**src/rtl/shift_pipe_if.sv**
```systemverilog
// Request/response bundle for the pipelined barrel shifter.
// The slave side is the shifter; the master side is the issuing sequencer.
interface shift_pipe_if #(
  parameter int unsigned WIDTH   = 32,
  parameter int unsigned SHIFT_W = 32
);
  logic               in_valid;
  logic               in_ready;
  logic [WIDTH-1:0]   in_data;
  logic [SHIFT_W-1:0] in_shift;
  logic [2:0]         in_op;
  logic               out_valid;
  logic               out_ready;
  logic [WIDTH-1:0]   out_data;

  modport master (
    output in_valid, in_data, in_shift, in_op, out_ready,
    input  in_ready, out_valid, out_data
  );

  modport slave (
    input  in_valid, in_data, in_shift, in_op, out_ready,
    output in_ready, out_valid, out_data
  );
endinterface

```
**src/rtl/shift_pipe.sv**
```systemverilog
// Pipelined barrel shifter (SHL/SHR/SRA/ROL/ROR) with valid/ready on both sides.
// Each stage resolves LEVELS_PER_STAGE power-of-two levels; bubbles collapse under backpressure.
module shift_pipe #(
  parameter int unsigned WIDTH            = 32,
  parameter int unsigned SHIFT_W          = 32,
  parameter int unsigned LEVELS_PER_STAGE = 1
) (
  input  logic        clk,
  input  logic        reset_n,
  shift_pipe_if.slave bus,
  output logic        busy
);
  localparam int unsigned LG     = $clog2(WIDTH);
  localparam int unsigned NSTAGE = (LG + LEVELS_PER_STAGE - 1) / LEVELS_PER_STAGE;
  // Residual shift field is padded so every stage can index its levels without range checks.
  localparam int unsigned SHW    = NSTAGE * LEVELS_PER_STAGE;

  localparam logic [2:0] OpShl = 3'd0;
  localparam logic [2:0] OpShr = 3'd1;
  localparam logic [2:0] OpSra = 3'd2;
  localparam logic [2:0] OpRol = 3'd3;
  localparam logic [2:0] OpRor = 3'd4;

  typedef struct packed {
    logic [WIDTH-1:0] data;
    logic [SHW-1:0]   shamt;
    logic [2:0]       op;
    logic             oob;
    logic             sign;
  } entry_t;

  function automatic logic [WIDTH-1:0] shift_level(logic [WIDTH-1:0] d, logic [2:0] op,
                                                   logic sign, int unsigned amt);
    logic [WIDTH-1:0] res;
    case (op)
      OpShl:   res = d << amt;
      OpShr:   res = d >> amt;
      OpSra:   res = (d >> amt) | ({WIDTH{sign}} & ~({WIDTH{1'b1}} >> amt));
      OpRol:   res = (d << amt) | (d >> (WIDTH - amt));
      OpRor:   res = (d >> amt) | (d << (WIDTH - amt));
      default: res = d;
    endcase
    return res;
  endfunction

  entry_t            in_ent;
  logic              in_oob;
  entry_t            stage_q [NSTAGE];
  entry_t            src     [NSTAGE];
  entry_t            nxt     [NSTAGE];
  logic [NSTAGE-1:0] valid_q;
  logic [NSTAGE-1:0] src_valid;
  logic [NSTAGE-1:0] adv;

  if (SHIFT_W > LG) begin : g_oob
    assign in_oob = |bus.in_shift[SHIFT_W-1:LG];
  end else begin : g_no_oob
    assign in_oob = 1'b0;
  end

  always_comb begin
    in_ent.data  = bus.in_data;
    in_ent.shamt = SHW'(bus.in_shift[LG-1:0]);
    in_ent.op    = bus.in_op;
    in_ent.oob   = in_oob;
    in_ent.sign  = bus.in_data[WIDTH-1];
  end

  always_comb begin : stage_src
    src[0]       = in_ent;
    src_valid[0] = bus.in_valid;
    for (int i = 1; i < NSTAGE; i++) begin
      src[i]       = stage_q[i-1];
      src_valid[i] = valid_q[i-1];
    end
  end

  always_comb begin : stage_shift
    for (int i = 0; i < NSTAGE; i++) begin
      nxt[i] = src[i];
      for (int l = 0; l < LEVELS_PER_STAGE; l++) begin
        if (src[i].shamt[i * LEVELS_PER_STAGE + l]) begin
          nxt[i].data = shift_level(nxt[i].data, src[i].op, src[i].sign,
                                    1 << (i * LEVELS_PER_STAGE + l));
        end
      end
    end
    // Out-of-range amounts only matter for non-rotating ops; resolve them on the way out.
    if (nxt[NSTAGE-1].oob) begin
      case (nxt[NSTAGE-1].op)
        OpShl, OpShr: nxt[NSTAGE-1].data = '0;
        OpSra:        nxt[NSTAGE-1].data = {WIDTH{nxt[NSTAGE-1].sign}};
        default:      ;
      endcase
    end
  end

  always_comb begin : stage_advance
    logic down;
    down = bus.out_ready;
    for (int i = int'(NSTAGE) - 1; i >= 0; i--) begin
      adv[i] = ~valid_q[i] | down;
      down   = adv[i];
    end
  end

  always_ff @(posedge clk or negedge reset_n) begin
    if (!reset_n) begin
      valid_q <= '0;
      for (int i = 0; i < NSTAGE; i++) begin
        stage_q[i] <= '0;
      end
    end else begin
      for (int i = 0; i < NSTAGE; i++) begin
        if (adv[i]) begin
          valid_q[i] <= src_valid[i];
          if (src_valid[i]) begin
            stage_q[i] <= nxt[i];
          end
        end
      end
    end
  end

  assign bus.in_ready  = adv[0];
  assign bus.out_valid = valid_q[NSTAGE-1];
  assign bus.out_data  = stage_q[NSTAGE-1].data;
  assign busy          = |valid_q;
endmodule
```
**src/flat_wrapper.sv**
```systemverilog
// flat-port wrapper written by rule: the top's interface ports become plain ports
module shift_pipe_flat 
#(
  parameter int unsigned WIDTH            = 32,
  parameter int unsigned SHIFT_W          = 32,
  parameter int unsigned LEVELS_PER_STAGE = 1
)
  (clk, reset_n, busy, bus_in_valid, bus_in_data, bus_in_shift, bus_in_op, bus_out_ready, bus_in_ready, bus_out_valid, bus_out_data);
  shift_pipe_if #(.WIDTH(WIDTH), .SHIFT_W(SHIFT_W)) bus_i ();
  input  logic clk;
  input  logic reset_n;
  output logic busy;
  input wire logic [$bits(bus_i.in_valid)-1:0] bus_in_valid;
  input wire logic [$bits(bus_i.in_data)-1:0] bus_in_data;
  input wire logic [$bits(bus_i.in_shift)-1:0] bus_in_shift;
  input wire logic [$bits(bus_i.in_op)-1:0] bus_in_op;
  input wire logic [$bits(bus_i.out_ready)-1:0] bus_out_ready;
  output wire logic [$bits(bus_i.in_ready)-1:0] bus_in_ready;
  output wire logic [$bits(bus_i.out_valid)-1:0] bus_out_valid;
  output wire logic [$bits(bus_i.out_data)-1:0] bus_out_data;
  assign bus_i.in_valid = bus_in_valid;
  assign bus_i.in_data = bus_in_data;
  assign bus_i.in_shift = bus_in_shift;
  assign bus_i.in_op = bus_in_op;
  assign bus_i.out_ready = bus_out_ready;
  assign bus_in_ready = bus_i.in_ready;
  assign bus_out_valid = bus_i.out_valid;
  assign bus_out_data = bus_i.out_data;
  shift_pipe #(.WIDTH(WIDTH), .SHIFT_W(SHIFT_W), .LEVELS_PER_STAGE(LEVELS_PER_STAGE)) u_core (.clk(clk), .reset_n(reset_n), .bus(bus_i), .busy(busy));
endmodule
```
**config.mk**
```make
export PLATFORM = sky130hd
export DESIGN_NAME = shift_pipe_flat
export DESIGN_NICKNAME = d
export VERILOG_FILES = /design/src/rtl/shift_pipe_if.sv /design/src/rtl/shift_pipe.sv /design/src/flat_wrapper.sv
export SDC_FILE = /design/constraint.sdc
export NUM_CORES = 1
export LEC_CHECK = 0
export ABC_AREA = 1
export ABC_CLOCK_PERIOD_IN_PS = 2100
export BUFFER_PORTS_ARGS = -buffer_cell sky130_fd_sc_hd__buf_2
export CAP_MARGIN = 20
export CORE_AREA = 4 4 144 146
export CTS_CLUSTER_DIAMETER = 50
export CTS_CLUSTER_SIZE = 28
export DETAILED_ROUTE_END_ITERATION = 16
export DIE_AREA = 0 0 148 150
export PLACE_DENSITY = 0.88
export SLEW_MARGIN = 25
export SYNTH_ARGS = -nofsm -noshare
export SYNTH_HDL_FRONTEND = slang
export SYNTH_SLANG_ARGS = --single-unit
export TNS_END_PERCENT = 1
```
**constraint.sdc**
```tcl
create_clock -name clk -period 2.1 [get_ports clk]
set_input_delay 0.42 -clock clk [delete_from_list [all_inputs] [get_ports clk]]
set_output_delay 0.42 -clock clk [all_outputs]
set_load 0.01 [all_outputs]
```
==> metrics.csv, run 1 <==
stage,metric,value,unit
run_status,outcome,finished clean,
logic_synthesis,mean post-synth cell area,6.94,sq um
critical_path,Reg-to-Reg End,u_core.src[38]$_DFFE_PN0P_,
drt,WL/cell,13.6,microns
drt,DRC Markers,0,
global_route,gr ovfl total,0,
clock_tree,CTS tree,yes,
timing,Achievable Freq,529,MHz
logic_synthesis,area share of and/or/nand/nor cells after synthesis,34.2,%
critical_path,worst r2r src,u_core.nxt[45]$_DFFE_PN0P_,
min_path,WHS Endpoint,u_core.nxt[132]$_DFFE_PN0P_,
logic_synthesis,Post-Syn Area,0.0116,sq mm
logic_synthesis,warnings from Yosys,0,
pwr,PD cells,1510,mW/mm^2
final_layout,fraction of layout cells with a size suffix above 1,14.2,%
placement,GPL Wtd Cong,0.870,
timing,min Tclk post-route,1.89,ns
logic_synthesis,Synth cell types,35,
final_layout,ant diodes,0,
logic_synthesis,xor-xnor portion of the synthesized cell area,0,%
pwr,P_int,10.3,mW
timing,Least-Margin Pin Slew,0.789,ns
floorplan,Die Width,148,microns
logic_synthesis,largest family of logic cells by synthesized area,simple AND/OR/NAND/NOR gates,
min_path,HP Class,in2reg,
logic_synthesis,Post-Synth Adder-Cell Area,0,%
final_layout,Layout area overhead,9.80,%
floorplan,Starting Density,59.8,%
clock_tree,CTS Hold Buffers Added,1,
placement,placed cell area,0.0121,sq mm
global_route,first-pass GRT wire length,46600,microns
global_route,largest net degree at the start of global routing,75,
pwr,Sw Ratio,46.5,%
clock_tree,Num Clock Sinks,195,
critical_path,"Worst Path Class, Setup",reg2out,
drt,Vias/cell,5.32,
logic_synthesis,Synth Area in Compound Gates,14.5,%
global_route,vias in the first global route,9918,
timing,Final Skew,0.0112,ns
critical_path,CP arrival,1.47,ns
timing,Rel. slew slack,47.2,%
logic_synthesis,most common library cells after synthesis,"nand2_1 (684), nor2_1 (204), dfrtp_1 (195)",
clock_tree,"Reg clk slew, reported paths",0.07,ns
clock_tree,Worst-Skew Late Latency,0.43,ns
timing,Hold Fails Final Rpt,0,
global_route,initial antenna violation count,0,
drt,DR vias,10700,
clock_tree,CTS resizes,0,
floorplan,Die ar.,0.0222,sq mm
logic_synthesis,Synth area leader,dfrtp_1,
placement,DP HPWL,19200,microns
timing,count of pins over their slew limit,0,
logic_synthesis,"EDFF count, synth",0,
drt,initial DRC count,1021,
logic_synthesis,syn_nets,1742,
critical_path,startpoint class of the critical path,register,
run,Max Cap Viol,0,
final_layout,final net count,1801,
logic_synthesis,"top cells by area, synth","dfrtp_1 (42%), nand2_1 (22%), a21oi_1 (6.6%)",
logic_synthesis,Main synth FF type,dfrtp_1,
floorplan,Core Region,0.0194,sq mm
pwr,clock power share,17.8,%
global_route,GR Util All Layers,25.1,%
timing,setup violators final,0,
pwr,sw power,8.93,mW
placement,port bufs,105,
timing,fin crit share,90.1,%
pwr,worst vdd rail ir drop,0.747,mV
logic_synthesis,ys async rst share,100,%
drt,drt first pass iters,6,
pwr,Logic pwr share,46.6,%
critical_path,CP Max Fanout,5,
timing,unrepaired setup endpoints after global routing,false,
critical_path,reg2reg setup slack,0.31,ns
logic_synthesis,post-synthesis sequential area ratio,42.1,%
critical_path,worst reg-to-reg path cell count,6,
logic_synthesis,Cells after Synth,1671,
critical_path,Critical Path End Type,primary output,
logic_synthesis,top-count cell post-synth,nand2_1,
final_layout,design area,0.0127,sq mm
critical_path,CP Data Required Time,1.68,ns
logic_synthesis,Synth Register Bits,195,
drt,Routed Antenna Nets,0,
critical_path,cell chain of the critical path,nand3_1 > nor2_1 > nand3_2 > buf_2,
drt,Routed WL,27400,microns
clock_tree,TritonCTS Buffers,17,
clock_tree,Clock Tree Buf Depth,2,
critical_path,"Largest stage delay, worst path",0.43,ns
clock_tree,root buffer cell,clkbuf_16,
floorplan,Die Y,150,microns
clock_tree,# Post-CTS Setup Buffers,0,
min_path,hold wc startpoint,bus_in_shift[1],
pwr,Pleak,6.53,nW
logic_synthesis,multiplexer share of the synthesized area,0,%
pwr,Seq pwr share,35.6,%
min_path,hold path cells,3,
floorplan,row count,51,
critical_path,critical path's slowest cell,dfrtp_1,
floorplan,num ports,106,
clock_tree,H-tree Lvls,4,
timing,post-route setup TNS,0,ns
logic_synthesis,area share of the largest cell type after synthesis,42.1,%
## sequential cells by signal, summed over array words and instances, names as in the netlist
register	flops
u_core.src	128
u_core.bus.out_data	32
u_core.nxt	30
u_core.valid_q	5
## through the flow
| stage | std cells | total power [mW] | util [%] | hold slack (ns) | setup slack [ns] |
|---|---|---|---|---|---|
| after global routing | 2008 | 20.8 | 65.6 | 0.172 | 0.0965 |
| after floorplan | 1671 | 13.8 | - | 0.124 | 0.707 |
| after CTS | 2008 | 19.2 | 65.6 | 0.172 | 0.191 |
| final | 2008 | 19.2 | 65.6 | 0.183 | 0.209 |
| after detailed placement | 1975 | 15.7 | 62.4 | 0.433 | 0.302 |
| after global placement | 1975 | 15.4 | 62.3 | 0.433 | 0.164 |
## critical path: cells and delay by family, from the launching register on
kind / cells / cell delay, ns
buffers and inverters: 1 / 0.17
flip-flops: 1 / 0.43
AND/OR/NAND/NOR: 3 / 0.45
## cells in the final DEF (no fill, tap or decap), drive strengths merged
master and n:
clkinv 1, a21oi 201, nor2 210, nand4 4, bufinv 3, nand2 699
nand3 60, nor3 5, inv 130, clkbuf 19, clkinvlp 2, dlygate4sd3 1
o21ai 88, o21a 1, dfrtp 195, buf 123, or3 1
## cell type report
class | instances | area (sq um)
well taps | 265 | 332
multi-input cells | 1269 | 5660
clock buffers | 18 | 429
repair buffers | 125 | 774
inverters | 122 | 463
clock inverters | 14 | 191
fillers | 1665 | 6670
flip-flops and latches | 195 | 4880
## cells by family (layout without fill, tap and decap cells)
| group | Yosys count | after routing |
|---|---|---|
| flip-flops | 195 | 195 |
| buffers and inverters | 207 | 279 |
| AO/OA/AOI/OAI | 290 | 290 |
| AND/OR/NAND/NOR | 979 | 979 |
## how the worst max path moves through the flow
stage | from | endpoint | slack (ns)
global placement | bus_in_op[2] | u_core.src[148]$_DFFE_PN0P_ | 0.16
CTS | u_core.valid_q[4]$_DFFE_PN0P_ | bus_in_ready | 0.19
finish | u_core.valid_q[4]$_DFFE_PN0P_ | bus_in_ready | 0.21
floorplan | bus_out_ready | u_core.nxt[127]$_DFFE_PN0P_ | 0.71
global route | u_core.valid_q[4]$_DFFE_PN0P_ | bus_in_ready | 0.1
detailed placement | bus_out_ready | u_core.src[155]$_DFFE_PN0P_ | 0.30
## power by group through the flow
stage	clock, mW	combinational [mW]	sequential, mW
floorplan	0	7.21	6.60
global placement	0	8.59	6.79
detailed placement	0	8.82	6.86
CTS	3.46	8.94	6.80
global route	3.62	10.2	7.03
finish	3.42	8.96	6.84
## metal layers
| layer | vias up | GRT usage, % | part of all wire, % |
|---|---|---|---|
| li1 | 5370 | - | - |
| met2 | 348 | 43.6 | 49 |
| met3 | 60 | 4.21 | 5.2 |
| met4 | 0 | 7.90 | 2.5 |
| met1 | 4895 | 32.2 | 43 |
| met5 | - | 0 | 0 |
Power figures use the tool's default switching activity.
==> run 2, diff against run 1 <==
ABC_CLOCK_PERIOD_IN_PS = unset   (was 2100)
RECOVER_POWER = 25   (was unset)
==> run 2 against run 1 <==
Compared with the run above: critical endpoint unchanged; non-clock buffer count is the same; hold slack got worse by 0.0010 ns; register-to-register slack hardly changed; highest routed layer unchanged; largest power group unchanged; cell count unchanged.
==> metrics.csv, run 2 (synthesis results as in run 1) <==
stage,metric,value,unit,change
min_path,hold wc startpoint,bus_in_shift[1],,unchanged
timing,Rel. slew slack,38.8,%,was 47.2%
drt,WL met1,11700,microns,was 11800 microns
global_route,initial antenna violation count,0,,unchanged
critical_path,worst reg-to-reg path cell count,6,,unchanged
pwr,PD cells,1510,mW/mm^2,about the same
floorplan,Die ar.,0.0222,sq mm,unchanged
clock_tree,CTS resizes,0,,unchanged
timing,Final Skew,0.0113,ns,was 0.0112 ns
critical_path,worst r2r src,u_core.nxt[45]$_DFFE_PN0P_,,unchanged
timing,post-route setup TNS,0,ns,unchanged
pwr,worst vdd rail ir drop,0.734,mV,was 0.747 mV
critical_path,CP Data Required Time,1.68,ns,about the same
global_route,gr ovfl total,0,,unchanged
drt,wire length on met3,1490,microns,was 1440 microns
global_route,GR Util All Layers,25.1,%,unchanged
timing,Achievable Freq,528,MHz,was 529 MHz
placement,port bufs,105,,unchanged
placement,GPL Wtd Cong,0.870,,unchanged
clock_tree,root buffer cell,clkbuf_16,,unchanged
placement,Setup WS pre-CTS,0.302,ns,unchanged
drt,max layer used,met4,,unchanged
timing,unrepaired setup endpoints after global routing,false,,unchanged
timing,Hold Fails Final Rpt,0,,unchanged
clock_tree,Clock Tree Buf Depth,2,,unchanged
timing,min Tclk post-route,1.89,ns,about the same
critical_path,CP arrival,1.47,ns,about the same
drt,Vias/cell,5.33,,was 5.32
final_layout,max FFs per register,128,,unchanged
timing,fin crit share,90.1,%,about the same
timing,setup slack after layout,0.208,ns,was 0.209 ns
floorplan,Die Y,150,microns,unchanged
timing,setup violators final,0,,unchanged
run,Max Cap Viol,0,,unchanged
placement,DP HPWL,19200,microns,unchanged
critical_path,Reg-to-Reg End,u_core.src[38]$_DFFE_PN0P_,,unchanged
drt,metal2 WL,13500,microns,about the same
timing,count of pins over their slew limit,0,,unchanged
timing,Least-Margin Pin Slew,0.918,ns,was 0.789 ns
clock_tree,# Post-CTS Setup Buffers,0,,unchanged
drt,drt first pass iters,6,,unchanged
final_layout,fraction of layout cells with a size suffix above 1,13.9,%,was 14.2%
clock_tree,TritonCTS Buffers,17,,unchanged
drt,DR vias,10700,,about the same
drt,Routed WL,27400,microns,about the same
clock_tree,CTS tree,yes,,unchanged
critical_path,Critical Path End Type,primary output,,unchanged
drt,Routed Antenna Nets,0,,unchanged
floorplan,row count,51,,unchanged
min_path,WHS Endpoint,u_core.nxt[132]$_DFFE_PN0P_,,unchanged
critical_path,reg2reg setup slack,0.31,ns,about the same
final_layout,ant diodes,0,,unchanged
critical_path,CP Max Fanout,5,,unchanged
clock_tree,Num Clock Sinks,195,,unchanged
floorplan,Starting Density,59.8,%,unchanged
floorplan,num ports,106,,unchanged
run_status,outcome,finished clean,,unchanged
clock_tree,CTS Hold Buffers Added,1,,unchanged
global_route,largest net degree at the start of global routing,75,,unchanged
critical_path,"Worst Path Class, Setup",reg2out,,unchanged
clock_tree,H-tree Lvls,4,,unchanged
clock_tree,Worst-Skew Late Latency,0.44,ns,was 0.43 ns
global_route,vias in the first global route,9918,,unchanged
floorplan,Core Region,0.0194,sq mm,unchanged
final_layout,final net count,1801,,unchanged
final_layout,Layout area overhead,9.66,%,was 9.80%
drt,WL/cell,13.6,microns,about the same
clock_tree,"Reg clk slew, reported paths",0.07,ns,about the same
drt,DRC Markers,0,,unchanged
drt,initial DRC count,1012,,was 1021
floorplan,Die Width,148,microns,unchanged
min_path,HP Class,in2reg,,unchanged
critical_path,startpoint class of the critical path,register,,unchanged
final_layout,most frequent cells in the layout,"nand2_1 (684), nor2_1 (204), dfrtp_1 (195)",,"was nand2_1 (683), nor2_1 (204), dfrtp_1 (195)"
global_route,first-pass GRT wire length,46600,microns,unchanged
pwr,Pwr Total,19.2,mW,about the same
min_path,hold path cells,3,,unchanged
pwr,Pleak,6.52,nW,was 6.53 nW
final_layout,"commonest non-fill, non-tap cell in the layout",nand2_1,,unchanged
## run 2: cell types whose count changed in the layout (fill, tap and decap cells not counted), sizes merged
| cell | change |
|---|---|
| buf | -4 |
| clkbuf | +4 |
## run 2: how the worst max path moves through the flow
stage	cells past startpoint	from	to	slack [ns]
floorplan	9	bus_out_ready	u_core.nxt[127]$_DFFE_PN0P_	0.71
global placement	7	bus_in_op[2]	u_core.src[148]$_DFFE_PN0P_	0.16
detailed placement	10	bus_out_ready	u_core.src[155]$_DFFE_PN0P_	0.30
CTS	4	u_core.valid_q[4]$_DFFE_PN0P_	bus_in_ready	0.19
global route	4	u_core.valid_q[4]$_DFFE_PN0P_	bus_in_ready	0.1
finish	4	u_core.valid_q[4]$_DFFE_PN0P_	bus_in_ready	0.21
## run 2: final cells by class
class	instances	area (sq um)
Tap cell	265	332
Sequential cell	195	4880
Inverter	122	463
Fill cell	1670	6690
Timing Repair Buffer	125	761
Clock inverter	14	191
Clock buffer	18	429
Multi-Input combinational cell	1269	5660
## run 2: where the power goes
group          switching, mW  internal [mW]  total, mW  leakage (nW)
combinational           5.93           3.03       8.96          3.84
sequential              1.50           5.33       6.84          2.38
clock                   1.50           1.92       3.42         0.298
## run 2: critical path: stages (launching register included)
cell and delay [ns]:
dfrtp_1 0.43, nand3_1 0.18, nor2_1 0.15, nand3_2 0.12, buf_2 0.17
## run 2: routing by layer
layer,GRT usage [%],up-vias
li1,-,5365
met1,32.2,4892
met2,43.6,380
met3,4.21,58
met4,7.90,0
met5,0,-
## run 2: stage by stage
stage	hold WS, ns	cell area (sq um)	util (%)	cells
detailed placement	0.433	12100	62.4	1975
global placement	0.433	12100	62.3	1975
global route	0.172	12700	65.5	2008
floorplan	0.124	11600	-	1671
finish	0.182	12700	65.5	2008
CTS	0.172	12700	65.6	2008
